<file path="config.mk">
export PLATFORM = sky130hd
export DESIGN_NAME = proj_unidade_controle_flat
export DESIGN_NICKNAME = d
export VERILOG_FILES = /design/src/rtl/proj_unidade_controle_if.sv /design/src/rtl/proj_unidade_controle.sv /design/src/flat_wrapper.sv
export SDC_FILE = /design/constraint.sdc
export NUM_CORES = 1
export LEC_CHECK = 0
export ABC_AREA = 1
export CORE_AREA = 4 4 58 60
export DETAILED_ROUTE_END_ITERATION = 10
export DIE_AREA = 0 0 62 64
export GPL_TIMING_DRIVEN = 0
export PLACE_DENSITY = 0.63
export SLEW_MARGIN = 40
export SYNTH_ARGS = -nofsm -noshare
export SYNTH_HDL_FRONTEND = slang
export SYNTH_SLANG_ARGS = --single-unit
</file>
<file path="constraint.sdc">
create_clock -name clock -period 3.6 [get_ports clock]
set_clock_uncertainty 0.2 [all_clocks]
set_input_delay 0.9 -clock clock [delete_from_list [all_inputs] [get_ports clock]]
set_output_delay 0.9 -clock clock [all_outputs]
set_load 0.03 [all_outputs]
</file>
<file path="src/rtl/proj_unidade_controle_if.sv">
// Signal bundle between the game control unit and the chess-move datapath.
//   iniciar     start/restart request (level)
//   temJogada   one-cycle pulse: player placed a move
//   acertou     comparator result: registered move == expected square
//   fimT        game timer reached end of time
//   zeraT/zeraP/zeraR   synchronous clears for timer, score, move registers
//   registraR   move register load enable
//   novaJogada  request for a new target square
//   contaT      timer count-up enable
//   decresceT   timer count-down enable (bonus credit)
//   contaP      score increment enable
//   pronto      game over, score valid
//   db_estado   current state code for debug displays
// master: datapath side (drives status, receives controls)
// slave : control unit side (receives status, drives controls)
interface proj_unidade_controle_if;
  logic       iniciar;
  logic       temJogada;
  logic       acertou;
  logic       fimT;
  logic       zeraT;
  logic       zeraP;
  logic       zeraR;
  logic       registraR;
  logic       novaJogada;
  logic       contaT;
  logic       decresceT;
  logic       contaP;
  logic       pronto;
  logic [3:0] db_estado;

  modport master (
    output iniciar, temJogada, acertou, fimT,
    input  zeraT, zeraP, zeraR, registraR, novaJogada,
           contaT, decresceT, contaP, pronto, db_estado
  );

  modport slave (
    input  iniciar, temJogada, acertou, fimT,
    output zeraT, zeraP, zeraR, registraR, novaJogada,
           contaT, decresceT, contaP, pronto, db_estado
  );
endinterface

</file>
<file path="src/rtl/proj_unidade_controle.sv">
// Moore control unit sequencing the chess-move training datapath.
// Ports:
//   clock  system clock, rising edge
//   reset  asynchronous active-low reset
//   bus    proj_unidade_controle_if.slave (status in, controls out)
// Parameters:
//   BONUS    timer cycles credited (decresceT high) after each hit, 0 = none
//   BONUS_W  width of the bonus down-counter, 2**BONUS_W must exceed BONUS
//
// state    | meaning
// INICIAL  | idle after reset, waiting for iniciar
// PREPARA  | clear timer, score and move registers
// NOVA     | request a new target square
// ESPERA   | game time running, waiting for the player's move
// REGISTRA | load the player's move
// COMPARA  | evaluate comparator result
// ACERTO   | score the hit, load bonus counter
// BONUS    | credit bonus time, one cycle per count
// ERRO     | miss: clear move registers, back to waiting
// FIM      | game over, score valid
module proj_unidade_controle #(
  parameter int BONUS   = 1000,
  parameter int BONUS_W = 10
) (
  input  logic                    clock,
  input  logic                    reset,
  proj_unidade_controle_if.slave  bus
);

  typedef enum logic [3:0] {
    ST_INICIAL  = 4'h0,
    ST_PREPARA  = 4'h1,
    ST_NOVA     = 4'h2,
    ST_ESPERA   = 4'h3,
    ST_REGISTRA = 4'h4,
    ST_COMPARA  = 4'h5,
    ST_ACERTO   = 4'h6,
    ST_BONUS    = 4'h7,
    ST_ERRO     = 4'h8,
    ST_FIM      = 4'hF
  } state_t;

  localparam logic [BONUS_W-1:0] BONUS_LD = BONUS_W'(BONUS);
  localparam logic [BONUS_W-1:0] ONE      = BONUS_W'(1);

  state_t             state;
  state_t             state_nxt;
  logic [BONUS_W-1:0] bonus_cnt;

  always_ff @(posedge clock or negedge reset) begin
    if (!reset) begin
      state <= ST_INICIAL;
    end else begin
      state <= state_nxt;
    end
  end

  // Loaded while scoring so BONUS starts with the full count; the state
  // leaves BONUS on the cycle the counter reads 1, giving exactly BONUS
  // cycles of decresceT.
  always_ff @(posedge clock or negedge reset) begin
    if (!reset) begin
      bonus_cnt <= '0;
    end else if (state == ST_ACERTO) begin
      bonus_cnt <= BONUS_LD;
    end else if (state == ST_BONUS && bonus_cnt != '0) begin
      bonus_cnt <= bonus_cnt - ONE;
    end
  end

  always_comb begin
    state_nxt = state;
    case (state)
      ST_INICIAL:  state_nxt = bus.iniciar ? ST_PREPARA : ST_INICIAL;
      ST_PREPARA:  state_nxt = ST_NOVA;
      ST_NOVA:     state_nxt = ST_ESPERA;
      ST_ESPERA: begin
        if (bus.fimT)           state_nxt = ST_FIM;
        else if (bus.temJogada) state_nxt = ST_REGISTRA;
        else                    state_nxt = ST_ESPERA;
      end
      ST_REGISTRA: state_nxt = ST_COMPARA;
      ST_COMPARA: begin
        if (bus.fimT)         state_nxt = ST_FIM;
        else if (bus.acertou) state_nxt = ST_ACERTO;
        else                  state_nxt = ST_ERRO;
      end
      ST_ACERTO:   state_nxt = (BONUS > 0) ? ST_BONUS : ST_NOVA;
      // <= 1 also guards against a stray zero count ever stalling here
      ST_BONUS:    state_nxt = (bonus_cnt <= ONE) ? ST_NOVA : ST_BONUS;
      ST_ERRO:     state_nxt = bus.fimT ? ST_FIM : ST_ESPERA;
      ST_FIM:      state_nxt = bus.iniciar ? ST_PREPARA : ST_FIM;
      default:     state_nxt = ST_INICIAL;
    endcase
  end

  always_comb begin
    bus.zeraT      = 1'b0;
    bus.zeraP      = 1'b0;
    bus.zeraR      = 1'b0;
    bus.registraR  = 1'b0;
    bus.novaJogada = 1'b0;
    bus.contaT     = 1'b0;
    bus.decresceT  = 1'b0;
    bus.contaP     = 1'b0;
    bus.pronto     = 1'b0;
    case (state)
      ST_PREPARA: begin
        bus.zeraT = 1'b1;
        bus.zeraP = 1'b1;
        bus.zeraR = 1'b1;
      end
      ST_NOVA:     bus.novaJogada = 1'b1;
      ST_ESPERA:   bus.contaT = 1'b1;
      ST_REGISTRA: begin
        bus.contaT    = 1'b1;
        bus.registraR = 1'b1;
      end
      ST_COMPARA:  bus.contaT = 1'b1;
      ST_ACERTO:   bus.contaP = 1'b1;
      ST_BONUS:    bus.decresceT = 1'b1;
      ST_ERRO: begin
        bus.contaT = 1'b1;
        bus.zeraR  = 1'b1;
      end
      ST_FIM:      bus.pronto = 1'b1;
      default: ;
    endcase
  end

  assign bus.db_estado = state;

endmodule
</file>
<file path="src/flat_wrapper.sv">
// flat-port wrapper written by rule: the top's interface ports become plain ports
module proj_unidade_controle_flat 
#(
  parameter int BONUS   = 1000,
  parameter int BONUS_W = 10
)
  (clock, reset, bus_iniciar, bus_temJogada, bus_acertou, bus_fimT, bus_zeraT, bus_zeraP, bus_zeraR, bus_registraR, bus_novaJogada, bus_contaT, bus_decresceT, bus_contaP, bus_pronto, bus_db_estado);
  proj_unidade_controle_if bus_i ();
  input  logic clock;
  input  logic reset;
  input wire logic [$bits(bus_i.iniciar)-1:0] bus_iniciar;
  input wire logic [$bits(bus_i.temJogada)-1:0] bus_temJogada;
  input wire logic [$bits(bus_i.acertou)-1:0] bus_acertou;
  input wire logic [$bits(bus_i.fimT)-1:0] bus_fimT;
  output wire logic [$bits(bus_i.zeraT)-1:0] bus_zeraT;
  output wire logic [$bits(bus_i.zeraP)-1:0] bus_zeraP;
  output wire logic [$bits(bus_i.zeraR)-1:0] bus_zeraR;
  output wire logic [$bits(bus_i.registraR)-1:0] bus_registraR;
  output wire logic [$bits(bus_i.novaJogada)-1:0] bus_novaJogada;
  output wire logic [$bits(bus_i.contaT)-1:0] bus_contaT;
  output wire logic [$bits(bus_i.decresceT)-1:0] bus_decresceT;
  output wire logic [$bits(bus_i.contaP)-1:0] bus_contaP;
  output wire logic [$bits(bus_i.pronto)-1:0] bus_pronto;
  output wire logic [$bits(bus_i.db_estado)-1:0] bus_db_estado;
  assign bus_i.iniciar = bus_iniciar;
  assign bus_i.temJogada = bus_temJogada;
  assign bus_i.acertou = bus_acertou;
  assign bus_i.fimT = bus_fimT;
  assign bus_zeraT = bus_i.zeraT;
  assign bus_zeraP = bus_i.zeraP;
  assign bus_zeraR = bus_i.zeraR;
  assign bus_registraR = bus_i.registraR;
  assign bus_novaJogada = bus_i.novaJogada;
  assign bus_contaT = bus_i.contaT;
  assign bus_decresceT = bus_i.decresceT;
  assign bus_contaP = bus_i.contaP;
  assign bus_pronto = bus_i.pronto;
  assign bus_db_estado = bus_i.db_estado;
  proj_unidade_controle #(.BONUS(BONUS), .BONUS_W(BONUS_W)) u_core (.clock(clock), .reset(reset), .bus(bus_i));
endmodule
</file>
# Word-level counts from Yosys, hierarchy flattened

Index checks and enable logic that the tools add are counted.

Output and inout bits: 13
Register bits after elaboration: 14
Logic and storage cells: 38
Input port bits: 6

Magnitude comparators: 1
Muxes and demuxes: 19
Reductions and logical operators: 6
Add/sub/neg operators: 1
Equality and inequality tests: 9

Operator list:

| cell                    | count |
|---|---|
| $pmux W4 S10            | 1 |
| $mux W10                | 2 |
| $mux W4                 | 5 |
| $eq A4 B3 Y1 const B    | 4 |
| $le A10 B1 Y1 const B   | 1 |
| $reduce_bool A10 Y1     | 1 |
| $sub A10 B1 Y10 const B | 1 |
| $mux W1                 | 9 |
| $eq A4 B2 Y1 const B    | 2 |
| $eq A4 B4 Y1 const B    | 2 |
| $mux W3                 | 2 |
| $eq A4 B1 Y1 const B    | 1 |
| $logic_not A4 Y1        | 1 |
| $reduce_or A4 Y1        | 1 |
| $reduce_bool A2 Y1      | 1 |
| $reduce_or A2 Y1        | 1 |
| $logic_and A1 B1 Y1     | 1 |

# Depth between registers and ports, before layout

Word-level depth: 4
Gate-level depth with buffers: 10
Mapped depth without buffers: 9

# Worst setup path after synthesis

Ideal clock, no wire load.

Kind: register -> output
Start point: register u_core.state[3], in the netlist u_core.bus.db_estado[3]
End point: output port bus_novaJogada
Cell stages (with the launch flop): 4
Path slack: 1.024 ns
Required time: 2.500 ns
Buffers on the path: 0
Arrival time: 1.476 ns
Cells stage by stage: dfrtp_1 > nor2_1 > inv_1 > nor3_1

Word-level cells in the longest chain between the ends: 2

Ends and longest elaborated chain:

| item                   | line                         | RTL |
|---|---|---|
| start, declared        | proj_unidade_controle.sv:46  | `state_t state;` |
| start signal, assigned | proj_unidade_controle.sv:54  | `state <= state_nxt;` |
| $eq A4 B2 Y1           | proj_unidade_controle.sv:107 | `case (state)` |
| $mux W1                | proj_unidade_controle.sv:107 |  |
| end, declared          | flat_wrapper.sv:19           | `output wire logic [$bits(bus_i.novaJogada)-1:0] bus_novaJogada;` |

No other way between the ends.

# Worst setup path after layout

Start point: register u_core.state[3], in the netlist u_core.bus.db_estado[3]
End point: output port bus_contaT

Word-level cells in the longest chain between the ends: 3
Elaborated cells between the ends (all ways): 6
Those cells by class: eq/ne: 4; mux: 1; reduce/logical: 1

Ends and longest elaborated chain:

| item                                 | line                         | RTL |
|---|---|---|
| $eq A4 B3 Y1 (tied with other cells) | proj_unidade_controle.sv:107 |  |
| $reduce_or A4 Y1 (no line) (*)       | n/a                          |  |
| $mux W1 (*)                          | proj_unidade_controle.sv:107 |  |
| end, declared                        | flat_wrapper.sv:20           | `output wire logic [$bits(bus_i.contaT)-1:0] bus_contaT;` |

Mark *: on every way between the ends. The rest lies on a longest branch, timed or not.

==> reports/metrics.yaml <==
floorplanning:
  core_area_sq_um: 2930
  die_h_microns: 64
  dieArea_sq_um: 3970
  rows: 20
  dieWidth_microns: 62
  ios: 19
  start_util: 0.372
setup_path:
  r2r-start: "u_core.bonus_cnt[0]"
  startpoint: "u_core.bus.db_estado[3]"
  crit_end: "bus_contaT"
  worst_setup_path_end_kind: "output port"
  path_max_fanout: 5
  worstSetupPathType: "flip-flop to output port"
  crit_required_ns: 2.50
  reg2reg_depth: 10
  cp-start-kind: "flip-flop"
  worstPathArrival_ns: 2.06
  r2r-end: "u_core.bonus_cnt[5]"
  r2r_slack_ns: 1.82
cells_and_area:
  postLayoutCoreUtil: 0.460
  num_antenna_cells: 0
  layout.cells.non_filler: 213
  final_nets: 190
  drive_gt1_frac: 0.167
  syn_to_final_growth_pct: 23.7
drt:
  drtAntennaViolNets: 0
  vias: 1044
  wl_per_cell_microns: 12.3
  finalWirelength_microns: 2610
  drc: 0
  dr.pass1.iters: 5
  viasPerCell: 4.90
  drt_iter0_drc: 40
min_path:
  holdPathStages: 2
  hold_class: "flip-flop to flip-flop"
global_route:
  grt.overflow.total: 0
  grt_pass1_vias: 1026
  grt_max_degree: 15
  antenna_found_initial: 0
  grt_pass1_wl_microns: 4490
  track_usage: 0.148
synth:
  ys_types: 24
  yosysSeqAreaShare: 0.322
  syn-instance-count: 158
  synth-main-ff-cell: "dfrtp_1"
  syn_area_sq_um: 1090
  yosys_register_bits: 14
  yosys_warnings: 0
  postSynthAreaPerCell_sq_um: 6.89
  synth_edf_count: 0
  ys_async_sr_fraction: 1.00
  syn_nets: 167
timing:
  max-slew-margin-rel: 0.562
  clock.fmax_ghz: 0.316
  worstMarginPinSlew_ns: 0.655
  rsz0062_at_grt: "false"
  setup_viol: 0
  finalCriticalPeriod_ns: 3.16
  post-route-period-util: 0.878
  hold_viol: 0
  setup_slack_ns: 0.438
  slew_viol_final: 0
  setup_tns_ns: 0
pwr:
  p_switching_mw: 0.725
  clkPwrFrac: 0.085
  switching_share: 0.528
  powerDensity_nw_per_um2: 1020
  leakage_nw: 0.709
  p_int_mw: 0.648
  power_frac_comb: 0.687
  pwr-share-seq: 0.228
  irDropWorstVdd_v: 0.000580
placement:
  port-buffer-count: 18
  dp.cells: 209
  dpl.hpwl_microns: 2000
  dp_slack_ns: 0.768
  routabilityCongestion: 0.914
clock_network:
  clock_path_buffers: 2
  cts-root-buf: "clkbuf_4"
  clock-sinks: 14
  cts_tree: "built"
  cts_buffers: 3
  insertion_delay_ns: 0.28
  hold_buffers: 0
  post_cts_buffers: 0
  ctsResizeCount: 0
  path_clk_slew_ns: 0.09
  htreeDepth: 1
status:
  outcome: "completed"
job:
  maxCapViolations: 0
[worst min-delay path by stage]
stage,startpoint,endpoint
after floorplan,u_core.bonus_cnt[1],u_core.bonus_cnt[1]
after global placement,u_core.bonus_cnt[1],u_core.bonus_cnt[1]
after detailed placement,u_core.bonus_cnt[1],u_core.bonus_cnt[1]
after CTS,u_core.bonus_cnt[1],u_core.bonus_cnt[1]
after global routing,u_core.bonus_cnt[1],u_core.bonus_cnt[1]
final,u_core.bonus_cnt[1],u_core.bonus_cnt[1]
[layer usage]
layer	track usage	up-vias	wire length, microns	share of wire
met2	0.222	38	1150	0.44
li1	-	537	-	-
met3	0.0384	10	131	0.050
met1	0.199	459	1260	0.48
met5	0	-	0	0
met4	0.0557	0	75	0.029
[critical path: stages, from the launching register on]
cell and delay (ns):
dfrtp_1 0.45, nor2_1 0.24, inv_1 0.08, nor2_1 0.17
nor2_1 0.09, nand2_1 0.07, clkdlybuf4s50_1 0.67
[cell usage after synthesis, drive strengths merged, types with 2 or more instances]
library cell / instances / area, sq um
nand2: 38 / 173
inv: 28 / 105
nand3: 26 / 135
nor2: 24 / 108
dfrtp: 14 / 350
o21ai: 11 / 77.6
buf: 4 / 33.8
ha: 3 / 37.5
nor3: 3 / 20.0
o211ai: 2 / 15.0
[cell usage in the layout (no fill, tap or decap), types with 2 or more instances in the layout]
master | Yosys | routed
dfrtp_1 | 14 | 14
nand2_1 | 32 | 32
nand3_1 | 25 | 25
buf_4 | 3 | 3
nand2_4 | 3 | 3
nor2_1 | 21 | 21
o211ai_1 | 2 | 2
clkbuf_4 | 0 | 3
clkdlybuf4s50_1 | 0 | 18
nor2_4 | 2 | 2
o21ai_0 | 5 | 5
inv_1 | 24 | 24
nor3_1 | 2 | 2
ha_1 | 3 | 3
inv_2 | 4 | 4
nand2_2 | 3 | 3
o21ai_2 | 6 | 6
[metrics by stage]
stage / power (mW) / cell area [sq um] / hold slack, ns
after floorplan: 0.989 / 1090 / 0.299
after global placement: 1.24 / 1310 / 0.330
after detailed placement: 1.25 / 1310 / 0.335
after CTS: 1.38 / 1350 / 0.357
after global routing: 1.50 / 1350 / 0.423
final: 1.37 / 1350 / 0.348
[registers in the layout, summed over array words and instances, names as in the netlist]
name / count
u_core.bonus_cnt: 10
u_core.bus.db_estado: 4
[kinds of logic after synthesis]
kind of cell / Yosys count / share of synthesized area
fa+ha+maj: 3 / 0.0345
flops: 14 / 0.322
xor+xnor: 2 / 0.0161
buf+inv: 33 / 0.132
compound gates: 14 / 0.0896
simple gates: 92 / 0.406
[power groups by stage]
stage          clock [mW]  combinational (mW)  sequential, mW
3_3_place_gp            0               0.929           0.313
4_1_cts             0.122               0.945           0.312
2_1_floorplan           0               0.653           0.336
6_report            0.117               0.943           0.313
5_1_grt             0.132                1.05           0.325
3_5_place_dp            0               0.935           0.314
[layout make-up]
cell class                      count  area [sq um]
Buffer                              4          33.8
Clock buffer                        4          36.3
Fill cell                         298          1580
Inverter                           29           110
Multi-Input combinational cell    111           594
Sequential cell                    14           350
Tap cell                           33          41.3
Timing Repair Buffer               18           180
(Power assumes the default switching activity.)
